## config.mk

```make
export PLATFORM = sky130hd
export DESIGN_NAME = hamming_secded_decoder
export DESIGN_NICKNAME = d
export VERILOG_FILES = /design/src/rtl/hamming_secded_decoder.sv
export SDC_FILE = /design/constraint.sdc
export NUM_CORES = 1
export LEC_CHECK = 0
export CAP_MARGIN = 20
export CORE_MARGIN = 1.5
export CORE_UTILIZATION = 51
export DETAILED_ROUTE_END_ITERATION = 12
export PLACE_DENSITY_LB_ADDON = 0.2
export SETUP_SLACK_MARGIN = 0.4
export SYNTH_ARGS = -nofsm -noshare
export SYNTH_HDL_FRONTEND = slang
export SYNTH_SLANG_ARGS = --single-unit
```

## constraint.sdc

```tcl
create_clock -name clk -period 2.11 [get_ports clk]
set_input_delay 0.633 -clock clk [delete_from_list [all_inputs] [get_ports clk]]
set_output_delay 0.633 -clock clk [all_outputs]
set_load 0.005 [all_outputs]
```

## src/rtl/hamming_secded_decoder.sv

```systemverilog
// Two-stage pipelined SECDED Hamming decoder with a valid/ready stream interface
// and saturating counters for corrected and uncorrectable words.
module hamming_secded_decoder #(
  parameter int DATA_W     = 4,
  parameter bit ODD_PARITY = 1'b1,
  parameter int CNT_W      = 16,
  localparam int P         = (DATA_W <= 4) ? 3 : (DATA_W <= 11) ? 4 : (DATA_W <= 26) ? 5 : 6,
  localparam int CODE_W    = DATA_W + P + 1
) (
  input  logic              clk,
  input  logic              rst_n,
  input  logic              in_valid,
  output logic              in_ready,
  input  logic [CODE_W-1:0] in_code,
  output logic              out_valid,
  input  logic              out_ready,
  output logic [DATA_W-1:0] out_data,
  output logic              out_err_single,
  output logic              out_err_double,
  output logic [P-1:0]      out_syndrome,
  input  logic              cnt_clr,
  output logic [CNT_W-1:0]  corr_cnt,
  output logic [CNT_W-1:0]  uncorr_cnt
);

  function automatic logic [P-1:0] calc_syndrome(input logic [CODE_W-1:0] code);
    logic [P-1:0] syn;
    syn = {P{ODD_PARITY}};
    for (int i = 1; i < CODE_W; i++) begin
      for (int j = 0; j < P; j++) begin
        syn[j] = syn[j] ^ (code[i] & i[j]);
      end
    end
    return syn;
  endfunction

  function automatic logic calc_overall(input logic [CODE_W-1:0] code);
    return (^code) ^ ODD_PARITY;
  endfunction

  // Data bits occupy the non-power-of-two positions in ascending order.
  function automatic logic [DATA_W-1:0] extract_data(input logic [CODE_W-1:0] code);
    logic [DATA_W-1:0] data;
    int                k;
    data = '0;
    k    = 0;
    for (int i = 1; i < CODE_W; i++) begin
      if ((i & (i - 1)) != 0) begin
        data[k] = code[i];
        k       = k + 1;
      end
    end
    return data;
  endfunction

  logic              s1_valid_q, s1_valid_d;
  logic [CODE_W-1:0] s1_code_q, s1_code_d;
  logic [P-1:0]      s1_syn_q, s1_syn_d;
  logic              s1_ov_q, s1_ov_d;

  logic              s2_valid_q, s2_valid_d;
  logic [DATA_W-1:0] s2_data_q, s2_data_d;
  logic              s2_single_q, s2_single_d;
  logic              s2_double_q, s2_double_d;
  logic [P-1:0]      s2_syn_q, s2_syn_d;

  logic [CNT_W-1:0]  corr_q, corr_d;
  logic [CNT_W-1:0]  uncorr_q, uncorr_d;

  logic              s2_load_s, s1_adv_s, s1_load_s, fire_s;
  logic [CODE_W-1:0] mask_s, corrected_s;
  logic              in_range_s, single_s, double_s;

  assign s2_load_s = !s2_valid_q || out_ready;
  assign s1_adv_s  = s1_valid_q && s2_load_s;
  assign s1_load_s = !s1_valid_q || s1_adv_s;
  assign in_ready  = rst_n && s1_load_s;
  assign fire_s    = s2_valid_q && out_ready;

  // Classify the S1 word and build the corrected codeword.
  always_comb begin
    mask_s   = '0;
    single_s = 1'b0;
    double_s = 1'b0;
    for (int i = 1; i < CODE_W; i++) begin
      mask_s[i] = (s1_syn_q == P'(i));
    end
    in_range_s = |mask_s;
    if (s1_ov_q) begin
      if (s1_syn_q == '0) begin
        single_s = 1'b1;
      end else if (in_range_s) begin
        single_s = 1'b1;
      end else begin
        double_s = 1'b1;
      end
    end else begin
      if (s1_syn_q != '0) begin
        double_s = 1'b1;
      end else begin
        single_s = 1'b0;
      end
    end
    if (s1_ov_q && in_range_s) begin
      corrected_s = s1_code_q ^ mask_s;
    end else begin
      corrected_s = s1_code_q;
    end
  end

  // Stage 1: capture the codeword with its syndrome and overall parity.
  always_comb begin
    s1_valid_d = s1_valid_q;
    s1_code_d  = s1_code_q;
    s1_syn_d   = s1_syn_q;
    s1_ov_d    = s1_ov_q;
    if (s1_load_s) begin
      s1_valid_d = in_valid;
      if (in_valid) begin
        s1_code_d = in_code;
        s1_syn_d  = calc_syndrome(in_code);
        s1_ov_d   = calc_overall(in_code);
      end else begin
        s1_code_d = s1_code_q;
      end
    end else begin
      s1_valid_d = s1_valid_q;
    end
  end

  // Stage 2: output register; holds while downstream stalls.
  always_comb begin
    s2_valid_d  = s2_valid_q;
    s2_data_d   = s2_data_q;
    s2_single_d = s2_single_q;
    s2_double_d = s2_double_q;
    s2_syn_d    = s2_syn_q;
    if (s2_load_s) begin
      s2_valid_d = s1_valid_q;
      if (s1_valid_q) begin
        s2_data_d   = extract_data(corrected_s);
        s2_single_d = single_s;
        s2_double_d = double_s;
        s2_syn_d    = s1_syn_q;
      end else begin
        s2_data_d = s2_data_q;
      end
    end else begin
      s2_valid_d = s2_valid_q;
    end
  end

  // Event counters: clear wins over a same-cycle increment.
  always_comb begin
    corr_d   = corr_q;
    uncorr_d = uncorr_q;
    if (cnt_clr) begin
      corr_d   = '0;
      uncorr_d = '0;
    end else if (fire_s) begin
      if (s2_single_q && (corr_q != {CNT_W{1'b1}})) begin
        corr_d = corr_q + CNT_W'(1);
      end else begin
        corr_d = corr_q;
      end
      if (s2_double_q && (uncorr_q != {CNT_W{1'b1}})) begin
        uncorr_d = uncorr_q + CNT_W'(1);
      end else begin
        uncorr_d = uncorr_q;
      end
    end else begin
      corr_d = corr_q;
    end
  end

  // State registers for both stages and the counters.
  always_ff @(posedge clk or negedge rst_n) begin
    if (!rst_n) begin
      s1_valid_q  <= 1'b0;
      s1_code_q   <= '0;
      s1_syn_q    <= '0;
      s1_ov_q     <= 1'b0;
      s2_valid_q  <= 1'b0;
      s2_data_q   <= '0;
      s2_single_q <= 1'b0;
      s2_double_q <= 1'b0;
      s2_syn_q    <= '0;
      corr_q      <= '0;
      uncorr_q    <= '0;
    end else begin
      s1_valid_q  <= s1_valid_d;
      s1_code_q   <= s1_code_d;
      s1_syn_q    <= s1_syn_d;
      s1_ov_q     <= s1_ov_d;
      s2_valid_q  <= s2_valid_d;
      s2_data_q   <= s2_data_d;
      s2_single_q <= s2_single_d;
      s2_double_q <= s2_double_d;
      s2_syn_q    <= s2_syn_d;
      corr_q      <= corr_d;
      uncorr_q    <= uncorr_d;
    end
  end

  assign out_valid      = s2_valid_q;
  assign out_data       = s2_data_q;
  assign out_err_single = s2_single_q;
  assign out_err_double = s2_double_q;
  assign out_syndrome   = s2_syn_q;
  assign corr_cnt       = corr_q;
  assign uncorr_cnt     = uncorr_q;

endmodule

```

== Word-level counts from Yosys, hierarchy flattened ==
Cells that the tools add are included.

* Flip-flop bits (word level): 55
* Input port bits: 13
* Output and inout port bits: 43

* Add/subtract/negate cells: 4
* Order comparisons: 6
* Equal/unequal tests: 9
* Mux-type cells: 35
* Bitwise operators: 14
* Reduce and logical (&&, ||, !) cells: 24

{| class="wikitable"
|+ Operators with widths
! kind !! number
|-
| 32-bit 2-to-1 mux || 6
|-
| 32-bit by 1-bit >= comparator with 1-bit output, second input constant || 3
|-
| 32-bit by 4-bit < comparator with 1-bit output, second input constant || 3
|-
| 16-bit 2-to-1 mux || 6
|-
| 32-bit by 2-bit adder with 32-bit output, second input constant || 2
|-
| 16-bit by 1-bit adder with 16-bit output, second input constant || 2
|-
| 16-bit inequality test, second input constant || 2
|-
| 4-bit 2-to-1 mux || 4
|-
| 4-bit bitwise mux || 3
|-
| 3-bit == test, second input constant || 4
|-
| 1-bit 2-to-1 mux || 12
|-
| 1-bit logical AND || 9
|-
| 1-bit XOR || 9
|-
| 8-bit 2-to-1 mux || 1
|-
| 2-bit AND reduction || 4
|-
| 8-bit parity || 1
|-
| 8-bit XOR || 1
|-
| 7-bit OR reduction || 1
|-
| 1-bit demux with 2-bit select || 3
|-
| 3-bit by 2-bit == test with 1-bit output, second input constant || 2
|-
| 2-bit nonzero test || 3
|-
| 1-bit inverter || 4
|-
| 3-bit by 1-bit == test with 1-bit output, second input constant || 1
|-
| 3-bit logical NOT || 1
|-
| other kinds (3) || 5
|}

== Logic depth before layout (Yosys ltp) ==
Gate-level depths: netlist (run 1).

* Word-level depth: 14
* Gate-level depth with buffers: 6

== Worst setup path before layout (run 1) ==
No wires, ideal clock.

* Path type: input-to-reg
* Start: input port out_ready
* End: register corr_q[11] (netlist: corr_cnt[11])
* Setup time: 0.078 ns
* Arrival: 1.926 ns
* Data required time: 2.032 ns
* Slack: 0.106 ns
* Stages: 5
* Cells stage by stage: nand3_1 > or4_1 > buf_2 > or4_1 > a21oi_1

* Longest elaborated chain between the ends: 3

{| class="wikitable"
|+ RTL lines
! what !! RTL line !! source
|-
| from (decl) || 16 || <nowiki>input logic out_ready,</nowiki>
|-
| 1-bit logical AND || 78 || <nowiki>assign fire_s = s2_valid_q && out_ready;</nowiki>
|-
| 2-bit nonzero test (no line) || -- ||
|-
| 2-bit AND reduction (no line) || -- ||
|-
| to (signal assigned) || 200 || <nowiki>corr_q <= corr_d;</nowiki>
|-
| to (decl) || 67 || <nowiki>logic [CNT_W-1:0] corr_q, corr_d;</nowiki>
|}

No other way between the ends.
A chain may end at the register's enable or synchronous reset.

== Worst setup path in the final report (run 1) ==
* Start: register corr_q[5] (netlist: corr_cnt[5])
* End: register corr_q[13] (netlist: corr_cnt[13])

* Longest elaborated chain between the ends: 4
* Elaborated cells between the ends (all ways): 8
* Classes of those cells: add/sub: 1; eq/ne: 1; mux: 3; reduce/logical: 3

{| class="wikitable"
|+ RTL lines
! what !! RTL line !! source
|-
| 16-bit by 1-bit adder with 16-bit output or 16-bit inequality test (tied branches) || 162, 161 ||
|-
| 16-bit 2-to-1 mux or 1-bit logical AND (tied branches) || 161 || <nowiki>if (s2_single_q && (corr_q != {CNT_W{1'b1}})) begin</nowiki>
|-
| 16-bit 2-to-1 mux or 2-bit nonzero test (tied branches) || -- ||
|-
| 16-bit 2-to-1 mux or 2-bit AND reduction (tied branches) || -- ||
|}

Parallel ways exist; a longest one is shown, timed or not. The select of a mux whose other input is x is not followed.

==> results.tsv, run 1 <==
stage	metric	value	unit
drt	Top Layer Used	met4	
outcome	status	finished clean	
drt	Routed met1 length	3870	um
power_and_ir_drop	switch share	29.69	%
clocking	CTS tree	done	
floorplan	Initial Utilization	52.96	%
synthesis	top cells by area, synth	dfrtp_1, mux2_2, a21oi_1, or4_1, nor2_1	
drt	drt total wl	10170	um
timing	Rel. slew slack	55.37	%
synthesis	post-synthesis compound-gate area fraction	11.52	%
global_routing	largest net degree at the start of global routing	52	
floorplan	row count	26	
synthesis	largest area contributor in the netlist	dfrtp_1	
job	max-capacitance violation count	0	
setup_path	Worst Path Arrival	2.19	ns
clocking	worst-skew pair later-pin latency	0.32	ns
synthesis	post-synthesis mux area share	9.528	%
placed_design	PortBufs	55	
drt	routed vias	3005	
drt	Final ANT Viol Nets	0	
synthesis	Post-Synthesis Cells	272	
drt	drt first pass iters	5	
synthesis	asr flop ratio synth	100.0	%
floorplan	die height	75.83	um
drt	Avg Vias per Cell	6.170	
timing	Pins Over Slew Limit	0	
synthesis	post-synth top area share	47.18	%
synthesis	sequential area share after synthesis	47.18	%
floorplan	chip width	75.83	um
clocking	clock root buffer	clkbuf_8	
timing	Hold Vio Cnt, Final	0	
power_and_ir_drop	Final Total Pwr	2.320	mW
timing	Fmax	500.4	MHz
synthesis	commonest cells in the netlist	dfrtp_1, mux2_2, nor2_1, a21oi_1, nand2_1	
timing	final period utilization	94.71	%
min_path	Hold Crit Class	register to register	
synthesis	synthesized-area fraction occupied by and/or/nand/nor cells	23.54	%
floorplan	Top-Level Pins	56	
global_routing	vias in the first global route	2601	
synthesis	Post-Synth Adder-Cell Area	0.9251	%
synthesis	Most used DFF post-synth	dfrtp_1	
timing	fin crit period	1.998	ns
cells_and_area	Multi-input gate area	0.001762	mm2
global_routing	initial antenna violation count	0	
setup_path	slowest CP cell	or4_4	
setup_path	Req. time, crit path	2.30	ns
timing	Worst Clk Skew	0.01079	ns
synthesis	largest family of logic cells by synthesized area	simple AND/OR/NAND/NOR gates	
power_and_ir_drop	Logic pwr share	23.3	%
power_and_ir_drop	Max VDD drop	468.6	uV
drt	met2 WL	5064	um
global_routing	first-pass GRT wire length	12360	um
clocking	htree depth	2	
setup_path	crit path kind	register to register	
placed_design	Post-DP Area	0.003492	mm2
setup_path	Largest stage delay, worst path	0.61	ns
synthesis	Yosys Warn Count	0	
setup_path	endpoint class of the critical path	register	
cells_and_area	final instance area	0.004544	mm2
cells_and_area	Layout Area Growth over Synthesis	67.99	%
drt	initial detailed-routing violation count	295	
timing	Worst Max-Slew Pin Slew	0.6694	ns
setup_path	crit path launch type	register	
synthesis	most common cell in the netlist	dfrtp_1	
clocking	CTS Sinks	51	
synthesis	Syn Area/Cell	9.945	um2
cells_and_area	share of layout cells above drive strength 1	43.41	%
placed_design	placer congestion estimate	0.7720	
setup_path	critical path, cell by cell	buf_6 > nand4_4 > or4_4 > buf_4 > o31ai_1 > a21oi_2	
cells_and_area	# diodes	0	
power_and_ir_drop	register share of total power	51.2	%
synthesis	Netlist cell types	40	
floorplan	core box area	0.005107	mm2
synthesis	Synth Register Bits	51	
clocking	clock buffer depth	2	
clocking	Hold-fix buffers, CTS	0	
power_and_ir_drop	Static Leak	2.053	nW
power_and_ir_drop	clock power share	25.5	%
clocking	clock slew at reported path FFs	0.09	ns
global_routing	total track usage	29.04	%
cells_and_area	utilization after layout	88.98	%
power_and_ir_drop	Cell Pwr Density	510.5	mW/mm2
placed_design	Detailed Place HPWL	4210	um
cells_and_area	Seq. cell area	0.001281	mm2
floorplan	Die ar.	0.005750	mm2
timing	# setup viols final	0	
cells_and_area	# fillers	202	
drt	DR WL/cell	20.89	um
drt	Remaining DRCs	0	
synthesis	syn_nets	287	
timing	RSZ-0062 raised after global routing	yes	
cells_and_area	final net count	432	
setup_path	crit path max fanout	5	
drt	DR WL met3	734	um
synthesis	Post-synth EDFFs	0	
power_and_ir_drop	Psw	0.6886	mW
clocking	TritonCTS buffer count	5	
timing	Setup TNS	0	ns
global_routing	remaining global-route overflow	0	
synthesis	Syn Std Cell Area	0.002705	mm2
power_and_ir_drop	Int Pwr	1.631	mW
synthesis	xor-xnor portion of the synthesized cell area	4.857	%
==> path summary, 6_finish.rpt <==
path                       slack [ns]                    start                        end  cells past startpoint
max                              0.11  corr_cnt[5]$_DFFE_PN0P_   corr_cnt[13]$_DFFE_PN0P_                      6
min                              0.49  out_data[2]$_DFFE_PN0P_    out_data[2]$_DFFE_PN0P_                      2
max reg2reg                      0.11  corr_cnt[5]$_DFFE_PN0P_   corr_cnt[13]$_DFFE_PN0P_                      6
min reg2reg                      0.49  out_data[2]$_DFFE_PN0P_    out_data[2]$_DFFE_PN0P_                      2
max in group asynchronous        1.09                    rst_n    corr_cnt[6]$_DFFE_PN0P_                      2
min in group asynchronous        0.52                    rst_n  uncorr_cnt[3]$_DFFE_PN0P_                      2
==> metrics by stage <==
step / setup slack [ns] / std cells / hold slack, ns
3_3_place_gp: -0.3760 / 403 / 0.4643
2_1_floorplan: 0.1652 / 272 / 0.3374
3_5_place_dp: -0.4206 / 403 / 0.4793
4_1_cts: 0.2181 / 464 / 0.4942
6_report: 0.1116 / 487 / 0.4893
5_1_grt: 0.09034 / 487 / 0.5152
==> cell type report <==
| class | instances | share of cell area, % |
|---|---|---|
| clock buffers | 6 | 1.817 |
| clock inverters | 1 | 0.1101 |
| inverters | 6 | 0.4956 |
| multi-input cells | 205 | 38.77 |
| flip-flops and latches | 51 | 28.19 |
| well taps | 70 | 1.927 |
| repair buffers | 148 | 28.69 |
==> placed cells by master (no fill, tap or decap), types with 6 or more instances in the layout <==
cell type	n
a21oi_1	12
xnor2_1	7
buf_4	67
buf_6	21
clkdlybuf4s50_1	10
a21oi_2	7
dlygate4sd2_1	41
mux2_4	9
clkbuf_8	6
mux2_2	13
xor2_1	7
dfrtp_1	47
nor2_1	18
nor2b_1	11
nand4_1	7
inv_1	6
o21ai_0	8
nor4_4	6
nand3_1	8
or4_4	7
nand2_1	17
==> registers in the layout, summed over array words and instances, names as in the netlist <==
signal          flops
corr_cnt           16
s1_ov_q             1
out_data            4
out_err_double      1
out_valid           1
out_err_single      1
uncorr_cnt         16
s1_valid_q          1
s1_code_q           4
s1_syn_q            3
out_syndrome        3
==> power by group through the flow <==
stage | Clock, mW | Sequential (mW) | Combinational [mW]
final | 0.591 | 1.19 | 0.541
after detailed placement | 0 | 1.20 | 0.450
after global placement | 0 | 1.20 | 0.438
after global routing | 0.635 | 1.20 | 0.587
after CTS | 0.593 | 1.17 | 0.489
after floorplan | 0 | 1.18 | 0.203
==> layer usage <==
layer	vias up	GRT usage (%)
li1	1287	-
met1	1453	37.05
met5	-	0
met2	205	47.54
met4	0	12.10
met3	60	6.614
==> timing repair <==
item | in CTS | in global routing
pin swaps | 15 | 26
gates resized for setup | 84 | 62
setup buffers | 53 | 22
cloned | 1 | 1
endpoints found under the setup margin | 79 | 36
==> worst max-delay path, delay by kind of cell (launching register included) <==
kind / cells / cell delay (ns)
buf+inv: 2 / 0.30
simple gates: 2 / 0.74
compound gates: 2 / 0.43
flops: 1 / 0.41
==> cell families (layout without fill, tap and decap cells) <==
kind of cell	count (synthesis)	after routing
AND/OR/NAND/NOR	114	115
flip-flops	51	51
AO/OA/AOI/OAI	50	50
multiplexers	23	23
buffers and inverters	17	161
XOR/XNOR	15	15
adder cells (fa/ha/maj)	2	2
No activity file was read; power rests on OpenSTA's default activity.
==> run 2: changes to the inputs <==
--- a/config.mk
+++ b/config.mk
@@ -7,7 +7,7 @@
 export LEC_CHECK = 0
 export CAP_MARGIN = 20
 export CORE_MARGIN = 1.5
-export CORE_UTILIZATION = 51
+export CORE_UTILIZATION = 50
 export DETAILED_ROUTE_END_ITERATION = 12
 export PLACE_DENSITY_LB_ADDON = 0.2
 export SETUP_SLACK_MARGIN = 0.4
==> results.tsv, run 2 (synthesis results as in run 1) <==
stage	metric	value	unit	change
drt	routed vias	2962		was 3005
power_and_ir_drop	Static Leak	2.022	nW	was 2.053 nW
cells_and_area	share of layout cells above drive strength 1	43.06	%	was 43.41%
timing	Rel. slew slack	55.38	%	was 55.37%
timing	# setup viols final	0		unchanged
cells_and_area	Layout Area Growth over Synthesis	63.27	%	was 67.99%
min_path	worst hold start	out_data[1]$_DFFE_PN0P_		was out_data[2]$_DFFE_PN0P_
setup_path	WP depth	4		was 6
timing	RSZ-0062 raised after global routing	yes		unchanged
global_routing	largest net degree at the start of global routing	52		unchanged
timing	Worst Clk Skew	0.01618	ns	was 0.01079 ns
setup_path	crit path kind	register to register		unchanged
setup_path	Largest stage delay, worst path	0.47	ns	was 0.61 ns
setup_path	Crit Reg-Reg Startpoint	corr_cnt[10]$_DFFE_PN0P_		was corr_cnt[5]$_DFFE_PN0P_
cells_and_area	commonest cells after routing, fill and taps aside	buf_4, dfrtp_1, dlygate4sd2_1		unchanged
outcome	status	finished clean		unchanged
timing	Fmax	512.8	MHz	was 500.4 MHz
timing	Final WS setup	0.1601	ns	was 0.1116 ns
power_and_ir_drop	register share of total power	49.9	%	was 51.2%
timing	Pins Over Slew Limit	0		unchanged
setup_path	endpoint class of the critical path	register		unchanged
setup_path	Worst Path Arrival	2.18	ns	was 2.19 ns
floorplan	chip width	76.56	um	was 75.83 um
cells_and_area	most common cell after layout, fill and taps aside	buf_4		unchanged
floorplan	Die ar.	0.005861	mm2	was 0.005750 mm2
floorplan	row count	26		unchanged
min_path	Worst Hold Depth	2		unchanged
clocking	worst-skew pair later-pin latency	0.32	ns	about the same
power_and_ir_drop	Cell Pwr Density	533.5	mW/mm2	was 510.5 mW/mm2
power_and_ir_drop	Final Total Pwr	2.356	mW	was 2.320 mW
timing	fin crit period	1.950	ns	was 1.998 ns
placed_design	Detailed Place HPWL	4326	um	was 4210 um
clocking	htree depth	2		unchanged
min_path	Hold Crit Class	register to register		unchanged
power_and_ir_drop	Int Pwr	1.661	mW	was 1.631 mW
timing	Fin Hold WS	0.4866	ns	was 0.4893 ns
floorplan	Top-Level Pins	56		unchanged
placed_design	PortBufs	55		unchanged
job	max-capacitance violation count	0		unchanged
power_and_ir_drop	clock power share	25.5	%	about the same
setup_path	Req. time, crit path	2.34	ns	was 2.30 ns
setup_path	Worst R2R Path Depth	4		was 6
setup_path	delay-heaviest family, CP	simple AND/OR/NAND/NOR gates		unchanged
setup_path	critical path, cell by cell	nand4_1 > or3_1 > or3_2 > a21oi_1		was buf_6 > nand4_4 > or4_4 > buf_4 > o31ai_1 > a21oi_2
setup_path	Worst Path Buf+Inv	0		was 2
clocking	CTS Sinks	51		unchanged
setup_path	crit path max fanout	6		was 5
global_routing	remaining global-route overflow	0		unchanged
clocking	CTS tree	done		unchanged
power_and_ir_drop	Psw	0.6956	mW	was 0.6886 mW
timing	final period utilization	92.41	%	was 94.71%
clocking	TritonCTS buffer count	5		unchanged
cells_and_area	# diodes	0		unchanged
cells_and_area	final instance area	0.004417	mm2	was 0.004544 mm2
floorplan	Initial Utilization	52.30	%	was 52.96%
clocking	clock buffer depth	2		unchanged
global_routing	vias in the first global route	2620		was 2601
global_routing	initial antenna violation count	0		unchanged
placed_design	post-place setup slack	-0.4447	ns	was -0.4206 ns
setup_path	origin of the worst setup path	corr_cnt[10]$_DFFE_PN0P_		was corr_cnt[5]$_DFFE_PN0P_
power_and_ir_drop	switch share	29.52	%	was 29.69%
drt	Remaining DRCs	0		unchanged
timing	Hold Vio Cnt, Final	0		unchanged
floorplan	die height	76.56	um	was 75.83 um
setup_path	slowest CP cell	dfrtp_1		was or4_4
global_routing	first-pass GRT wire length	12280	um	was 12360 um
power_and_ir_drop	Logic pwr share	24.5	%	was 23.3%
setup_path	crit path launch type	register		unchanged
power_and_ir_drop	Max VDD drop	546.5	uV	was 468.6 uV
global_routing	total track usage	26.05	%	was 29.04%
placed_design	Post-DP Area	0.003535	mm2	was 0.003492 mm2
drt	Final ANT Viol Nets	0		unchanged
timing	Worst Max-Slew Pin Slew	0.6693	ns	was 0.6694 ns
clocking	clock slew at reported path FFs	0.09	ns	about the same
placed_design	placer congestion estimate	0.8020		was 0.7720
drt	drt total wl	8992	um	was 10170 um
clocking	clock root buffer	clkbuf_8		unchanged
cells_and_area	final net count	433		was 432
drt	initial detailed-routing violation count	304		was 295
drt	drt first pass iters	5		unchanged
drt	DR WL/cell	18.43	um	was 20.89 um
drt	Avg Vias per Cell	6.070		was 6.170
floorplan	core box area	0.005172	mm2	was 0.005107 mm2
-- run 2: changes by cell type in the layout (fill, tap and decap cells not counted), moves of 3 or more --
cell	before	now
buf_6	21	13
a211oi_2	1	4
a211oi_4	3	0
mux2_4	9	4
o31ai_1	4	9
o31ai_2	4	0
mux2_2	13	18
buf_4	67	78
-- run 2: worst reg2reg max path, stage by stage (launching register included) --
cell     delay (ns)
dfrtp_1        0.47
nand4_1        0.33
or3_1          0.43
or3_2          0.46
a21oi_1        0.17
-- run 2: what timing repair did --
item	CTS	global route
resized for setup	83	40
setup buffers	51	21
hold buffers	0	0
pin swaps	16	15
endpoints found under the setup margin	84	34
gates cloned	0	2
endpoints found under the hold margin	0	0
-- run 2: power by group through the flow --
stage	sequential (mW)	combinational [mW]	clock, mW
2_1_floorplan	1.18	0.203	0
3_3_place_gp	1.20	0.447	0
3_5_place_dp	1.20	0.460	0
4_1_cts	1.17	0.511	0.592
5_1_grt	1.19	0.623	0.651
6_report	1.18	0.578	0.602
-- run 2: layer usage --
| metal | part of all wire [%] | vias to the layer above | track usage, % |
|---|---|---|---|
| li1 | - | 1295 | - |
| met1 | 39 | 1438 | 31.97 |
| met2 | 51 | 193 | 45.36 |
| met3 | 7.1 | 36 | 4.551 |
| met4 | 3.1 | 0 | 10.37 |
| met5 | 0 | - | 0 |
-- run 2: worst paths after layout --
check | endpoint | slack (ns)
min | out_data[1]$_DFFE_PN0P_ | 0.49
max in group asynchronous | out_err_single$_DFFE_PN0P_ | 1.09
min reg2reg | out_data[1]$_DFFE_PN0P_ | 0.49
max reg2reg | corr_cnt[15]$_DFFE_PN0P_ | 0.16
min in group asynchronous | uncorr_cnt[14]$_DFFE_PN0P_ | 0.50
max | corr_cnt[15]$_DFFE_PN0P_ | 0.16
-- run 2: layout make-up --
cell class | count | area (um2)
fillers | 269 | 755.7
clock inverters | 1 | 5.005
inverters | 6 | 22.52
clock buffers | 6 | 82.58
multi-input cells | 206 | 1689
repair buffers | 148 | 1247
flip-flops and latches | 51 | 1282
well taps | 70 | 87.58
-- run 2: metrics by stage --
step	utilization [%]	std cells	TNS, ns
after floorplan	-	272	0
after global placement	68.34	407	-6.949
after detailed placement	68.34	407	-8.199
after CTS	78.86	465	0
after global routing	85.39	488	0
final	85.39	488	0
==> run 3: changes to the inputs <==
--- a/config.mk
+++ b/config.mk
@@ -10,7 +10,6 @@
 export CORE_UTILIZATION = 50
 export DETAILED_ROUTE_END_ITERATION = 12
 export PLACE_DENSITY_LB_ADDON = 0.2
-export SETUP_SLACK_MARGIN = 0.4
 export SYNTH_ARGS = -nofsm -noshare
 export SYNTH_HDL_FRONTEND = slang
 export SYNTH_SLANG_ARGS = --single-unit
==> results.tsv, run 3 (synthesis results as in run 1) <==
stage	metric	value	unit	change
clocking	htree depth	2		unchanged
cells_and_area	Layout Area Growth over Synthesis	33.77	%	was 63.27%
setup_path	endpoint class of the critical path	output pin		was register
power_and_ir_drop	Max VDD drop	477.6	uV	was 546.5 uV
drt	DR WL/cell	13.50	um	was 18.43 um
cells_and_area	most common cell after layout, fill and taps aside	clkdlybuf4s50_1		was buf_4
floorplan	Top-Level Pins	56		unchanged
drt	DR WL met3	197	um	was 636 um
timing	Pins Over Slew Limit	0		unchanged
timing	Rel. slew slack	56.56	%	was 55.38%
placed_design	Detailed Place HPWL	4087	um	was 4326 um
cells_and_area	# diodes	0		unchanged
floorplan	Die ar.	0.005861	mm2	unchanged
cells_and_area	Seq. cell area	0.001276	mm2	was 0.001282 mm2
drt	met2 WL	2850	um	was 4565 um
drt	Remaining DRCs	0		unchanged
floorplan	chip width	76.56	um	unchanged
cells_and_area	commonest cells after routing, fill and taps aside	clkdlybuf4s50_1, dfrtp_1, buf_4		was buf_4, dfrtp_1, dlygate4sd2_1
global_routing	initial antenna violation count	0		unchanged
drt	Avg Vias per Cell	5.478		was 6.070
clocking	CTS tree	done		unchanged
timing	fin crit period	2.081	ns	was 1.950 ns
cells_and_area	final net count	367		was 433
setup_path	Worst Path Arrival	1.45	ns	was 2.18 ns
drt	Final ANT Viol Nets	0		unchanged
drt	drt total wl	5711	um	was 8992 um
timing	final period utilization	98.64	%	was 92.41%
floorplan	core box area	0.005172	mm2	unchanged
setup_path	Largest stage delay, worst path	0.26	ns	was 0.47 ns
setup_path	delay-heaviest family, CP	buffers and inverters		was simple AND/OR/NAND/NOR gates
outcome	status	finished clean		unchanged
power_and_ir_drop	Cell Pwr Density	601.6	mW/mm2	was 533.5 mW/mm2
global_routing	largest net degree at the start of global routing	52		unchanged
setup_path	crit path max fanout	5		was 6
setup_path	slowest CP cell	dlygate4sd2_1		was dfrtp_1
cells_and_area	share of layout cells above drive strength 1	19.26	%	was 43.06%
drt	drt first pass iters	4		was 5
global_routing	remaining global-route overflow	0		unchanged
power_and_ir_drop	Final Total Pwr	2.177	mW	was 2.356 mW
timing	# setup viols final	0		unchanged
timing	Fmax	480.5	MHz	was 512.8 MHz
global_routing	vias in the first global route	2167		was 2620
setup_path	Worst Path Buf+Inv	2		was 0
placed_design	post-place setup slack	-0.5250	ns	was -0.4447 ns
placed_design	placer congestion estimate	0.7914		was 0.8020
setup_path	crit path launch type	input pin		was register
clocking	clock slew at reported path FFs	0.09	ns	about the same
job	max-capacitance violation count	0		unchanged
clocking	TritonCTS buffer count	5		unchanged
drt	initial detailed-routing violation count	164		was 304
drt	Routed met1 length	2606	um	was 3507 um
cells_and_area	# fillers	416		was 269
floorplan	row count	26		unchanged
timing	Worst Max-Slew Pin Slew	0.6516	ns	was 0.6693 ns
cells_and_area	Multi-input gate area	0.001368	mm2	was 0.001689 mm2
timing	Final WS setup	0.02878	ns	was 0.1601 ns
drt	routed vias	2317		was 2962
floorplan	Initial Utilization	52.30	%	unchanged
min_path	Hold Crit Class	register to register		unchanged
clocking	clock buffer depth	2		unchanged
clocking	CTS Sinks	51		unchanged
clocking	worst-skew pair later-pin latency	0.30	ns	was 0.32 ns
global_routing	total track usage	20.50	%	was 26.05%
placed_design	PortBufs	55		unchanged
global_routing	first-pass GRT wire length	9763	um	was 12280 um
clocking	clock root buffer	clkbuf_8		unchanged
setup_path	critical path, cell by cell	clkdlybuf4s15_2 > nand3b_1 > and2_1 > dlygate4sd2_1		was nand4_1 > or3_1 > or3_2 > a21oi_1
setup_path	Req. time, crit path	1.48	ns	was 2.34 ns
timing	Worst Clk Skew	0.01088	ns	was 0.01618 ns
power_and_ir_drop	Static Leak	1.423	nW	was 2.022 nW
drt	Top Layer Used	met4		unchanged
setup_path	crit path kind	input pin to output pin		was register to register
timing	RSZ-0062 raised after global routing	no		was yes
floorplan	die height	76.56	um	unchanged
timing	Hold Vio Cnt, Final	0		unchanged
-- run 3: cell count changes in the layout (fill, tap and decap cells not counted), sizes merged --
cell,change
or2,-1
clkdlybuf4s15,+1
clkinvlp,+2
dlygate4sd2,-39
clkbuf,-3
clkdlybuf4s50,+42
nand3,-1
buf,-66
-- run 3: stage by stage --
step           util [%]  cell area, um2  hold slack (ns)  instances  TNS (ns)
3_3_place_gp      67.85            3510           0.4659        413    -8.579
2_1_floorplan         -            2705           0.3374        272         0
3_5_place_dp      67.85            3510           0.4704        413    -9.876
6_report          69.96            3618           0.4865        423         0
5_1_grt           69.96            3618           0.5216        423         0
4_1_cts           69.71            3606           0.4919        422         0
-- run 3: where the power goes --
group | leakage, nW | internal, mW | switching, mW
Clock | 0.0402 | 0.231 | 0.324
Sequential | 0.673 | 1.08 | 0.0938
Combinational | 0.710 | 0.275 | 0.177
Total | 1.42 | 1.58 | 0.594
-- run 3: layout make-up --
cell class,instances,area share (%)
Sequential cell,51,35.27
Clock inverter,3,0.5533
Multi-Input combinational cell,204,37.79
Inverter,6,0.6224
Timing Repair Buffer,84,21.44
Clock buffer,5,1.902
Tap cell,70,2.420
-- run 3: per-layer routing --
layer  vias to the layer above  global-route usage (%)
met5                         -                       0
met4                         0                   6.481
met3                         6                   3.353
met2                        53                   33.93
met1                      1099                   27.58
li1                       1159                       -
-- run 3: timing repair --
action | in CTS | in global routing
pin swaps | 0 | 1
gates resized for setup | 4 | 1
cloned | 0 | 0
hold buffers | 0 | 0
endpoints found under the setup margin | 16 | 5
setup buffers | 1 | 1
-- run 3: tightest hold or removal path, stage by stage (launching register included) --
cell and delay [ns]:
dfrtp_1 0.35, nand2_1 0.04, o21ai_0 0.06
-- run 3: path summary, 6_finish.rpt --
path                                               from                         to  slack, ns  cells past startpoint
max in group asynchronous                         rst_n  uncorr_cnt[7]$_DFFE_PN0P_       1.17                      2
worst max-delay path                          out_ready                   in_ready       0.03                      4
worst min register to register  out_data[3]$_DFFE_PN0P_    out_data[3]$_DFFE_PN0P_       0.49                      2
worst max register to register  corr_cnt[0]$_DFFE_PN0P_   corr_cnt[10]$_DFFE_PN0P_       0.12                      5
worst min-delay path            out_data[3]$_DFFE_PN0P_    out_data[3]$_DFFE_PN0P_       0.49                      2
min in group asynchronous                         rst_n   corr_cnt[11]$_DFFE_PN0P_       0.51                      2
